## src/rtl/ex_mem_buffer.sv

```systemverilog
// EX/MEM pipeline buffer: main register plus a one-entry skid so in_ready is a pure register output.
// Optional branch resolution from ALUResult[0] is compiled in with `define EX_MEM_BRANCH_EN.
module ex_mem_buffer #(
  parameter int DATA_WIDTH     = 32,
  parameter int REG_ADDR_WIDTH = 5
) (
  input  logic                      clk,
  input  logic                      reset,
  input  logic                      flush,
  input  logic                      in_valid,
  output logic                      in_ready,
  input  logic [DATA_WIDTH-1:0]     ALUResult,
  input  logic [DATA_WIDTH-1:0]     StoreData,
  input  logic [REG_ADDR_WIDTH-1:0] Rd,
  input  logic                      MemRead,
  input  logic                      MemWrite,
  input  logic                      RegWrite,
  input  logic                      MemtoReg,
`ifdef EX_MEM_BRANCH_EN
  input  logic                      Branch,
  input  logic [DATA_WIDTH-1:0]     BranchPC,
  output logic                      BranchTaken,
  output logic [DATA_WIDTH-1:0]     BranchTarget,
`endif
  output logic                      out_valid,
  input  logic                      out_ready,
  output logic [DATA_WIDTH-1:0]     out_ALUResult,
  output logic [DATA_WIDTH-1:0]     out_StoreData,
  output logic [REG_ADDR_WIDTH-1:0] out_Rd,
  output logic                      out_MemRead,
  output logic                      out_MemWrite,
  output logic                      out_RegWrite,
  output logic                      out_MemtoReg
);

  localparam int EW = 2 * DATA_WIDTH + REG_ADDR_WIDTH + 4;

  logic [EW-1:0] in_entry;
  logic [EW-1:0] main_q, main_d;
  logic [EW-1:0] skid_q, skid_d;
  logic          main_valid_q, main_valid_d;
  logic          skid_valid_q, skid_valid_d;
  logic          accept, drain;

  assign in_entry = {ALUResult, StoreData, Rd, MemRead, MemWrite, RegWrite, MemtoReg};
  assign in_ready = ~skid_valid_q;
  assign out_valid = main_valid_q;
  assign accept = in_valid & in_ready;
  assign drain  = main_valid_q & out_ready;

  assign {out_ALUResult, out_StoreData, out_Rd,
          out_MemRead, out_MemWrite, out_RegWrite, out_MemtoReg} = main_q;

  always_comb begin
    main_d       = main_q;
    skid_d       = skid_q;
    main_valid_d = main_valid_q;
    skid_valid_d = skid_valid_q;
    if (flush) begin
      // Data registers keep stale contents; only the valid bits matter.
      main_valid_d = 1'b0;
      skid_valid_d = 1'b0;
    end else if (!main_valid_q || drain) begin
      if (skid_valid_q) begin
        main_d       = skid_q;
        main_valid_d = 1'b1;
        skid_valid_d = accept;
        if (accept) skid_d = in_entry;
      end else begin
        main_valid_d = accept;
        if (accept) main_d = in_entry;
      end
    end else if (accept) begin
      skid_d       = in_entry;
      skid_valid_d = 1'b1;
    end
  end

  always_ff @(posedge clk) begin
    if (reset) begin
      main_q       <= '0;
      skid_q       <= '0;
      main_valid_q <= 1'b0;
      skid_valid_q <= 1'b0;
    end else begin
      main_q       <= main_d;
      skid_q       <= skid_d;
      main_valid_q <= main_valid_d;
      skid_valid_q <= skid_valid_d;
    end
  end

`ifdef EX_MEM_BRANCH_EN
  logic                  branch_taken_q, branch_taken_d;
  logic [DATA_WIDTH-1:0] branch_target_q, branch_target_d;

  // Resolution tracks the accept, so the pulse is independent of downstream stalls.
  always_comb begin
    branch_taken_d  = accept & ~flush & Branch & ALUResult[0];
    branch_target_d = branch_taken_d ? BranchPC : branch_target_q;
  end

  always_ff @(posedge clk) begin
    if (reset) begin
      branch_taken_q  <= 1'b0;
      branch_target_q <= '0;
    end else begin
      branch_taken_q  <= branch_taken_d;
      branch_target_q <= branch_target_d;
    end
  end

  assign BranchTaken  = branch_taken_q;
  assign BranchTarget = branch_target_q;
`endif

endmodule

```

## config.mk

```make
export PLATFORM = sky130hd
export DESIGN_NAME = ex_mem_buffer
export DESIGN_NICKNAME = d
export VERILOG_FILES = /design/src/rtl/ex_mem_buffer.sv
export SDC_FILE = /design/constraint.sdc
export NUM_CORES = 1
export LEC_CHECK = 0
export CORE_MARGIN = 1
export CORE_UTILIZATION = 40
export CTS_BUF_LIST = sky130_fd_sc_hd__clkbuf_4
export DETAILED_ROUTE_END_ITERATION = 8
export PLACE_DENSITY = 0.65
export SLEW_MARGIN = 20
export SYNTH_ARGS = -nofsm -noshare
export SYNTH_HDL_FRONTEND = slang
export SYNTH_SLANG_ARGS = --single-unit
```

## constraint.sdc

```tcl
create_clock -name clk -period 2.65 [get_ports clk]
set_input_delay 0.3975 -clock clk [delete_from_list [all_inputs] [get_ports clk]]
set_output_delay 0.3975 -clock clk [all_outputs]
set_load 0.02 [all_outputs]
```

# After elaboration in Yosys (flattened, before gate mapping)
# Index checks and enable logic that the tools add are counted.
# totals
in_bits	78
regBits	148
wordCells	25
output_inout_bits	75
# classes
n_mux	9
reduce_logical	7
eq_ne	1
bitwise_logic	4
# op_table
operator	count
73-bit 2-to-1 mux	5
1-bit 2-to-1 mux	4
2-bit nonzero test	2
3-bit AND reduction	1
1-bit bitwise AND	2
2-bit inequality test, second input constant	1
1-bit NOT	2
2-bit AND reduction	1
2-bit OR reduction	1
1-bit zero test	1
1-bit logical OR	1

# Longest topological paths before layout
# logic_depth
depth_word	5
depth_mapped	6
mapped_depth_nobuf	3

# Least setup slack after synthesis
# OpenSTA, ideal clock, no wires.
# synth_timing
kind	in2reg
start	input port out_ready
end	register skid_q[10]
arrival_time_ns	1.351
stages	5
required_time_ns	2.578
path_buffers	2
setup_time_ns	0.072
slack_ns	1.227
cell_sequence	nand2b_2 > nor4b_2 > buf_4 > buf_6 > mux2i_1
# synth_via
elab_chain_len	4
word_cells_on_any_way	5
cone_classes	1 x eq/ne; 1 x mux; 1 x bitwise; 2 x reduce/logical
# synth_rtl
item	line	source
start: declaration	26	input logic out_ready,
1-bit bitwise AND *	49	assign drain = main_valid_q & out_ready;
1-bit logical OR *	63	end else if (!main_valid_q || drain) begin
2-bit inequality test (no line)	--	
2-bit AND reduction (no line)	--	
end signal: assignment	87	skid_q <= skid_d;
end: declaration	40	logic [EW-1:0] skid_q, skid_d;
# Mark *: on every way between the ends. The rest lies on a longest branch, timed or not.
# A chain may end at the register's enable or synchronous reset.

# Worst setup path in the final report
# layout_timing
start	register skid_valid_q
end	output port in_ready
# layout_via
elab_chain_len	1
# layout_rtl
item	line	source
start: declaration	42	logic skid_valid_q, skid_valid_d;
start signal: assignment	89	skid_valid_q <= skid_valid_d;
1-bit NOT	46	assign in_ready = ~skid_valid_q;
end: declaration	11	output logic in_ready,
# No other way between the ends.

==> metrics.yaml <==
worst_setup_path:
  cpPeakStageDelay_ps: 540
  worstSetupStartpoint: "skid_valid_q"
  critPathKind: "flop to output port"
  critPathLaunchType: "flop"
  crit_path_end_kind: "output port"
  r2r_end: "main_q[69]"
  crit_required_ps: 2250
  r2r-start: "skid_valid_q"
  r2r_cells: 3
  crit_path_end: "in_ready"
  cp.arrival_ps: 1660
  reg2reg_slack_ps: 950
  cp_cell_sequence: "inv_1 -> clkdlybuf4s50_1"
  slowest_stage: "clkdlybuf4s50_1"
  path_max_fanout: 14
clock_network:
  cts_inserted_buffers: 17
  cts_hold_buf: 0
  htreeDepth: 4
  clk_latency_ps: 550
  cts_setup_buffers: 0
  clock_path_buffers: 2
  cts_sinks: 148
  clockRootBuffer: "clkbuf_4"
  postCtsResizedCells: 0
  cts_tree: "built"
  path_clk_slew_ps: 130
route:
  drtIter0Drc: 266
  dr.pass1.iters: 4
  wl_per_cell_um: 16.24
  avgViaCountPerCell: 5.107
  wirelength_mm: 16.50
  drc: 0
  final_antenna_net_count: 0
  vias: 5189
logic_synthesis:
  syn_area_mm2: 0.007064
  synth_common_cells: "148 x dfxtp_1, 146 x mux2i_1, 146 x nand2b_1"
  synthFlopType: "dfxtp_1"
  ys_types: 17
  yosys_warnings: 0
  synth_top_cell_by_area: "dfxtp_1"
  synth-async-reset-ratio: 0
  synth_cells: 659
  synth_top_area_frac: 0.4194
  ys_seq_area_frac: 0.4194
  synth_edf_count: 0
  avgSynthCellArea_um2: 10.72
  ys_seq_elements: 148
  post-synth-top-count-cell: "dfxtp_1"
  synth_nets: 737
  synth_area_leaders: "dfxtp_1 42%, mux2i_1 21%, nand2b_1 13%, a211oi_2 12%, a21oi_1 5.2%"
power:
  power.density_mw_per_mm2: 544.7
  ir_drop_v: 0.0002931
  netSwitchingPower_uw: 1270
  combPwrFrac: 0.164
  power_uw: 4916
  switching_share: 0.2584
  clkPwrFrac: 0.356
  internal-power_uw: 3646
  power_leakage_uw: 0.002823
  power_frac_seq: 0.480
global_route:
  grt_pass1_wl_mm: 26.39
  grt_pass1_vias: 5222
  antenna_found_initial: 0
  grt_use_total: 0.1842
  overflow: 0
  grt_max_degree: 70
layout:
  area_growth_pct: 27.75
  n_antenna_cell: 0
  drive_gt1_frac: 0.1504
  nNetsFinal: 856
  fillers: 1530
hold_path:
  hold_class: "primary input to flop"
timing:
  period_share: 0.7764
  max_freq_mhz: 486.0
  finalHoldViolations: 0
  relSlewSlack: 0.5291
  min_period_ps: 2058
  fin_worst_skew_ps: 12.72
  setup_viol: 0
  slew_viol_final: 0
  tightest_slew_ps: 706.3
  rsz0062_at_grt: "no"
  setup_tns_ps: 0
  finalWorstSetupSlack_ps: 592.4
run_status:
  status: "finished, final reports clean"
die:
  die_w_um: 134.9
  core_mm2: 0.01730
  start_util: 0.4084
  rows: 48
  num_io_pins: 153
  die-height_um: 134.9
  dieArea_mm2: 0.01820
placed_design:
  port_buffers: 152
  dp_hpwl_mm: 10.48
  place_ws_ps: 447.2
  finalWeightedCongestion: 0.7013
flow_run:
  cap_viol_max_count: 0
==> through the flow <==
stage,hold WS [ps],util,cell area [um^2],cells
2_1_floorplan,447.8,-,7064,659
3_3_place_gp,457.5,0.5007,8661,984
3_5_place_dp,464.3,0.5007,8661,984
4_1_cts,237.9,0.5218,9025,1016
5_1_grt,254.5,0.5218,9025,1016
6_report,297.6,0.5218,9025,1016
==> power by group through the flow <==
stage	sequential (uW)	clock [uW]	combinational, uW
finish	2360	1750	806
global route	2370	1900	861
CTS	2360	1820	813
detailed placement	2410	0	810
global placement	2410	0	795
floorplan	2500	0	366
==> worst max-delay path: cells and delay by family, from the launching register on <==
family   cells  cell delay (ps)
buf+inv      2              610
flops        1              520
==> cells by family after synthesis <==
| family | Yosys count | share of synthesized area |
|---|---|---|
| DFF | 148 | 0.4194 |
| and+or+nand+nor | 151 | 0.1350 |
| muxes | 146 | 0.2069 |
| buffers and inverters | 66 | 0.05738 |
| AOI/OAI and AO/OA | 148 | 0.1814 |
==> layout make-up <==
cell class / instances / area [um^2] / share of cell area
timing repair buffer: 165 / 1695 / 0.1879
sequential: 148 / 2967 / 0.3287
inverter: 1 / 3.754 / 0.0004159
multi-input combinational: 445 / 3714 / 0.4115
tap: 225 / 281.5 / 0.03119
clock inverter: 15 / 236.5 / 0.02620
clock buffer: 17 / 127.6 / 0.01414
==> layout by cell type (no fill, tap or decap) <==
master	netlist	routed
nand2b_2	1	1
and2_4	0	1
bufinv_16	0	6
clkinvlp_4	0	4
a211oi_2	70	70
inv_1	1	1
buf_6	16	1
clkinv_4	0	1
nor4b_4	0	1
nor2_1	1	1
o21ba_4	0	1
dfxtp_4	0	1
nand2b_1	146	146
buf_12	0	6
a21oi_1	73	73
clkdlybuf4s50_1	0	151
mux2i_1	146	146
buf_4	2	7
nor4_1	1	1
a211oi_1	4	4
clkinv_2	0	2
clkbuf_4	0	17
clkinv_1	0	2
dfxtp_1	148	147
==> worst min path at each step <==
stage | startpoint | end | slack [ps] | cells past startpoint
after floorplan | skid_q[64] | skid_q[64] | 450 | 2
after global placement | skid_q[25] | skid_q[25] | 460 | 2
after detailed placement | skid_q[35] | skid_q[35] | 460 | 2
after CTS | reset | main_q[18] | 240 | 2
after global routing | reset | main_q[6] | 250 | 2
final | reset | main_q[18] | 300 | 2
==> layer usage <==
layer | wire [um] | track usage | part of all wire
met4 | 199 | 0.05556 | 0.012
met2 | 7732 | 0.2952 | 0.47
met5 | 0 | 0 | 0
met1 | 7814 | 0.2416 | 0.47
met3 | 757 | 0.04880 | 0.046
==> sequential cells by signal, summed over array words and instances (netlist names) <==
signal,cells
main_q,73
skid_q,73
skid_valid_q,1
out_valid,1
(Power assumes the default switching activity.)
